==> config.mk <==
export PLATFORM = sky130hd
export DESIGN_NAME = branch_unit
export DESIGN_NICKNAME = d
export VERILOG_FILES = /design/src/rtl/branch_unit.sv
export SDC_FILE = /design/constraint.sdc
export NUM_CORES = 1
export LEC_CHECK = 0
export CAP_MARGIN = 10
export CORE_UTILIZATION = 40
export DETAILED_ROUTE_END_ITERATION = 10
export MAX_ROUTING_LAYER = met4
export PLACE_DENSITY_LB_ADDON = 0.1
export SKIP_CTS_REPAIR_TIMING = 1
export SLEW_MARGIN = 20
export SYNTH_ARGS = -nofsm -noshare
export SYNTH_HDL_FRONTEND = slang
export SYNTH_SLANG_ARGS = --single-unit
==> constraint.sdc <==
create_clock -name clk -period 4.26 [get_ports clk]
set_input_delay 0.426 -clock clk [delete_from_list [all_inputs] [get_ports clk]]
set_output_delay 0.426 -clock clk [all_outputs]
set_load 0.005 [all_outputs]
==> src/rtl/branch_unit.sv <==
// Conditional branch/jump unit that owns the program counter.
// A request is accepted in IDLE, evaluated from latched operands in EVAL, then the PC is redirected or advanced.
module branch_unit #(
  parameter int                 WIDTH    = 16,
  parameter logic [WIDTH-1:0]   RESET_PC = '0,
  parameter int                 CNT_W    = 16
) (
  input  logic             clk,
  input  logic             rst,
  input  logic             stall,
  input  logic             br_valid,
  output logic             br_ready,
  input  logic [2:0]       br_cond,
  input  logic             br_signed,
  input  logic [WIDTH-1:0] cmp_a,
  input  logic [WIDTH-1:0] cmp_b,
  input  logic [WIDTH-1:0] br_offset,
  output logic [WIDTH-1:0] pc,
  output logic             redirect,
  output logic             taken,
  output logic [CNT_W-1:0] taken_count,
  output logic             state_dbg
);

  // Handshake: a request transfers on a rising edge where br_valid && br_ready;
  // the requester holds br_valid and payload stable until then. br_ready is
  // combinational and low during reset, stall, or while a branch is in EVAL.

  typedef enum logic {IDLE = 1'b0, EVAL = 1'b1} state_t;

  localparam logic [2:0] C_ALWAYS = 3'b000;
  localparam logic [2:0] C_EQ     = 3'b001;
  localparam logic [2:0] C_NE     = 3'b010;
  localparam logic [2:0] C_LT     = 3'b011;
  localparam logic [2:0] C_GE     = 3'b100;
  localparam logic [2:0] C_GT     = 3'b101;
  localparam logic [2:0] C_LE     = 3'b110;
  localparam logic [2:0] C_NEVER  = 3'b111;

  localparam logic [CNT_W-1:0] CNT_MAX = {CNT_W{1'b1}};

  state_t           state, state_nxt;
  logic             accept, resolve, cond_true;
  logic             lt, eq;
  logic [WIDTH-1:0] lat_a, lat_b, lat_offset, branch_pc;
  logic [2:0]       lat_cond;
  logic             lat_signed;

  always_ff @(posedge clk) begin
    if (rst) state <= IDLE;
    else     state <= state_nxt;
  end

  always_comb begin
    state_nxt = state;
    case (state)
      IDLE:    if (accept) state_nxt = EVAL;
      EVAL:    if (!stall) state_nxt = IDLE;
      default: state_nxt = IDLE;
    endcase
  end

  always_comb begin
    br_ready  = (state == IDLE) && !rst && !stall;
    accept    = br_valid && br_ready;
    resolve   = (state == EVAL) && !stall;
    state_dbg = (state == EVAL);
  end

  // Condition is evaluated only from the values captured at accept.
  always_comb begin
    eq = (lat_a == lat_b);
    if (lat_signed) lt = $signed(lat_a) < $signed(lat_b);
    else            lt = lat_a < lat_b;
    cond_true = 1'b0;
    case (lat_cond)
      C_ALWAYS: cond_true = 1'b1;
      C_EQ:     cond_true = eq;
      C_NE:     cond_true = !eq;
      C_LT:     cond_true = lt;
      C_GE:     cond_true = !lt;
      C_GT:     cond_true = !lt && !eq;
      C_LE:     cond_true = lt || eq;
      C_NEVER:  cond_true = 1'b0;
      default:  cond_true = 1'b0;
    endcase
  end

  always_ff @(posedge clk) begin
    if (rst) begin
      pc          <= RESET_PC;
      redirect    <= 1'b0;
      taken       <= 1'b0;
      taken_count <= '0;
      lat_a       <= '0;
      lat_b       <= '0;
      lat_offset  <= '0;
      lat_cond    <= C_NEVER;
      lat_signed  <= 1'b0;
      branch_pc   <= RESET_PC;
    end else begin
      redirect <= 1'b0;
      taken    <= 1'b0;
      if (accept) begin
        lat_a      <= cmp_a;
        lat_b      <= cmp_b;
        lat_offset <= br_offset;
        lat_cond   <= br_cond;
        lat_signed <= br_signed;
        branch_pc  <= pc;
      end else if (state == IDLE && !stall) begin
        pc <= pc + 1'b1;
      end
      if (resolve) begin
        redirect <= 1'b1;
        taken    <= cond_true;
        // Zero offset is a real target (self-loop), not a "no jump" encoding.
        pc       <= cond_true ? branch_pc + lat_offset : branch_pc + 1'b1;
        if (cond_true && taken_count != CNT_MAX)
          taken_count <= taken_count + 1'b1;
      end
    end
  end

endmodule

==> metrics.txt <==
outcome=finished clean; Max Slew Vio Count=0; Worst Max-Slew Pin Slew=between 0.7 and 0.8 ns; Initial Util=0.416; Crit path max-delay family=simple AND/OR/NAND/NOR gates; post-synthesis sequential area ratio=0.370; clk sink count=slightly above 100; CTS H-tree depth=3; Top Ports=slightly above 90; Ant. Diodes=0; Iter 0 DRT Violations=281; Vias=5,312; Syn Area/Cell=just under 8 µm²; hold_sp=lat_b[6]; Worst setup EP type=register; die area=approximately 0.014 mm²; drc violations=0; max-cap violation count=0; Max FO, Critical Path=4; final net count=896; crit path time final=4.19 ns; final worst slack=0.0675 ns; DR WL/cell=14.4 µm; share of cells above drive strength 1=0.132; CTS tree=yes; R2R setup slack=0.07 ns; Root Buffer=clkbuf_16; initial antenna violation count=0; f_max=between 200 and 250 MHz; post-route clock period utilization=0.984; slowest stage cell, crit path=or4_4; CP Class=reg -> reg; Setup Skew=approximately 0.0087 ns; flops & latches, synth=103; gpl congestion=0.856; synth warn=0; relative slew slack=0.489; hold slack=0.454 ns; first-pass GRT wire length=roughly 23 mm; RSZ-0062 raised after global routing=true; Post-synth EDFFs=0; cell area after layout=about 0.0073 mm²; WP buf/inv=1; DP Wirelength=9.95 mm; WHS Path Cells=2; drt total wl=about 14 mm; CP peak stage delay=approximately 0.45 ns; syn nets=814; vias in the first global route=4,817; r2r worst-path depth=20; Post-DP Area=roughly 0.0067 mm²; Main synth FF type=dfxtp_1; global router's overall resource usage=0.205; TritonCTS Buffers=9; final hold violation count=0; Reg2Reg Launch Point=lat_a[12]; drt first pass iters=4; Area Overhead vs Synth=30.1%; peak supply drop=roughly 0.00018 V; largest net degree at the start of global routing=69; Die Y=120 µm; final setup TNS=0 ns; Post-synth ARST share=0; CTS clk-pin slew, worst paths=~0.070 ns; critical path startpoint category=register; Final setup viols=0; power per cell area=317 mW/mm²; Setup WS pre-CTS=-0.270 ns; Rows=42; # port buffers=91; ANT nets after route=0; synthesized area=0.00558 mm²; HP Class=reg -> reg; vias per inst=5.38; Syn Inst Count=roughly 720; Critical Path, Cell by Cell=ha_4 -> nand4_4 -> nor3_1 -> or3_4 -> or4_4 -> nand3_4 -> mux2_4 -> and2_4 -> nand2_1 -> inv_1 -> ha_1 -> a211oi_2 -> o21ai_1 -> o31a_1 -> a21oi_2 -> a21oi_1 -> nand3_1 -> nand3b_1 -> a21o_1 -> a31oi_1; R2R Path End=pc[15]; data required time of the worst path=4.53 ns; Clock Path Buffers=2; Worst Hold Path EP=lat_b[6]; core box area=0.0134 mm²; die width=120 µm; total power=2.30 mW; Static Leak=2.66 nW; Cell variety after synth=66; Clk Latency, worst-skew pair=0.35 ns; grt total ovfl=0; crit path DAT=about 4.5 ns
## placed cells by master (no fill, tap or decap), drive strengths merged, types with 3 or more instances in the layout
cell,n
xor2,3
nor3,10
nor2b,7
o21ai,31
or4,7
mux2i,3
nand3,27
dfxtp,103
o31ai,4
a221oi,3
a211oi,8
nor4,3
buf,26
nor2,24
bufinv,3
clkbuf,13
o22ai,3
or2,3
nand2b,5
or3,10
and3,20
xnor2,7
a31oi,8
nand3b,8
a21o,7
ha,33
nand2,168
and2,3
a21oi,104
inv,26
mux2,4
clkdlybuf4s50,90
nand4,12
## flip-flops by register name (all words and copies together) (netlist names)
name         flops
lat_offset      16
lat_signed       1
state_dbg        1
redirect         1
pc              16
lat_cond         3
lat_a           16
branch_pc       16
taken            1
taken_count     16
lat_b           16
## Yosys cell counts (all sizes together) (7+ instances only)
cell / n / share of area
a211oi: 8 / 0.011
a21o: 7 / 0.0094
a21oi: 104 / 0.094
a31oi: 8 / 0.012
and3: 20 / 0.024
clkbuf: 41 / 0.031
dfxtp: 103 / 0.37
ha: 33 / 0.074
inv: 26 / 0.017
nand2: 168 / 0.11
nand3: 27 / 0.026
nand3b: 8 / 0.011
nand4: 12 / 0.015
nor2: 24 / 0.016
nor2b: 7 / 0.0079
nor3: 10 / 0.0090
o21ai: 31 / 0.028
or3: 10 / 0.013
or4: 7 / 0.010
xnor2: 7 / 0.011
## kinds of logic after synthesis
group | after synthesis | share of synthesized area
compound gates | 188 | 0.198
fa+ha+maj | 34 | 0.0776
xor+xnor | 10 | 0.0157
mux | 7 | 0.0141
simple gates | 311 | 0.267
flops | 103 | 0.370
buf+inv | 71 | 0.0579
## metal layers
layer	up-vias	track usage	wire, µm
li1	2706	-	-
met1	2455	0.271	6900
met2	134	0.316	6490
met3	17	0.0314	617
met4	0	0.0781	250
met5	-	-	0
## cell type report
class	count	area [µm²]
fillers	1311	6150
clock buffers	13	250
flip-flops and latches	103	2070
inverters	26	97.6
multi-input cells	550	3420
well taps	176	220
clock inverters	3	90.1
repair buffers	116	1100
## how the worst max path moves through the flow
| stage | slack [ns] | endpoint | startpoint | cells after the start |
|---|---|---|---|---|
| 3_3_place_gp | -0.09 | pc[14] | lat_b[13] | 22 |
| 4_1_cts | -0.25 | pc[11] | lat_b[13] | 19 |
| 2_1_floorplan | 0.002 | pc[14] | lat_b[13] | 22 |
| 5_1_grt | -0.17 | pc[14] | lat_b[12] | 23 |
| 6_report | 0.07 | pc[15] | lat_a[12] | 20 |
| 3_5_place_dp | -0.27 | pc[11] | lat_b[13] | 19 |
## worst reg2reg max path: stages (launching register included)
cell and delay (ns):
dfxtp_1 0.39, ha_4 0.23, nand4_4 0.10, nor3_1 0.06
or3_4 0.37, or4_4 0.45, nand3_4 0.09, mux2_4 0.30
and2_4 0.15, nand2_1 0.08, inv_1 0.04, ha_1 0.30
a211oi_2 0.30, o21ai_1 0.13, o31a_1 0.29, a21oi_2 0.17
a21oi_1 0.12, nand3_1 0.11, nand3b_1 0.10, a21o_1 0.16
a31oi_1 0.16
## power by group
| part | internal, mW | total (mW) | switching [mW] |
|---|---|---|---|
| combinational | 0.171 | 0.330 | 0.159 |
| clock | 0.592 | 0.952 | 0.360 |
| sequential | 0.988 | 1.02 | 0.0285 |
| total | 1.75 | 2.30 | 0.547 |
## through the flow
step           utilization  std cells
3_5_place_dp         0.500        967
2_1_floorplan            -        724
4_1_cts              0.525        983
5_1_grt              0.541        987
3_3_place_gp         0.500        967
6_report             0.541        987
No activity file was read; power rests on OpenSTA's default activity.
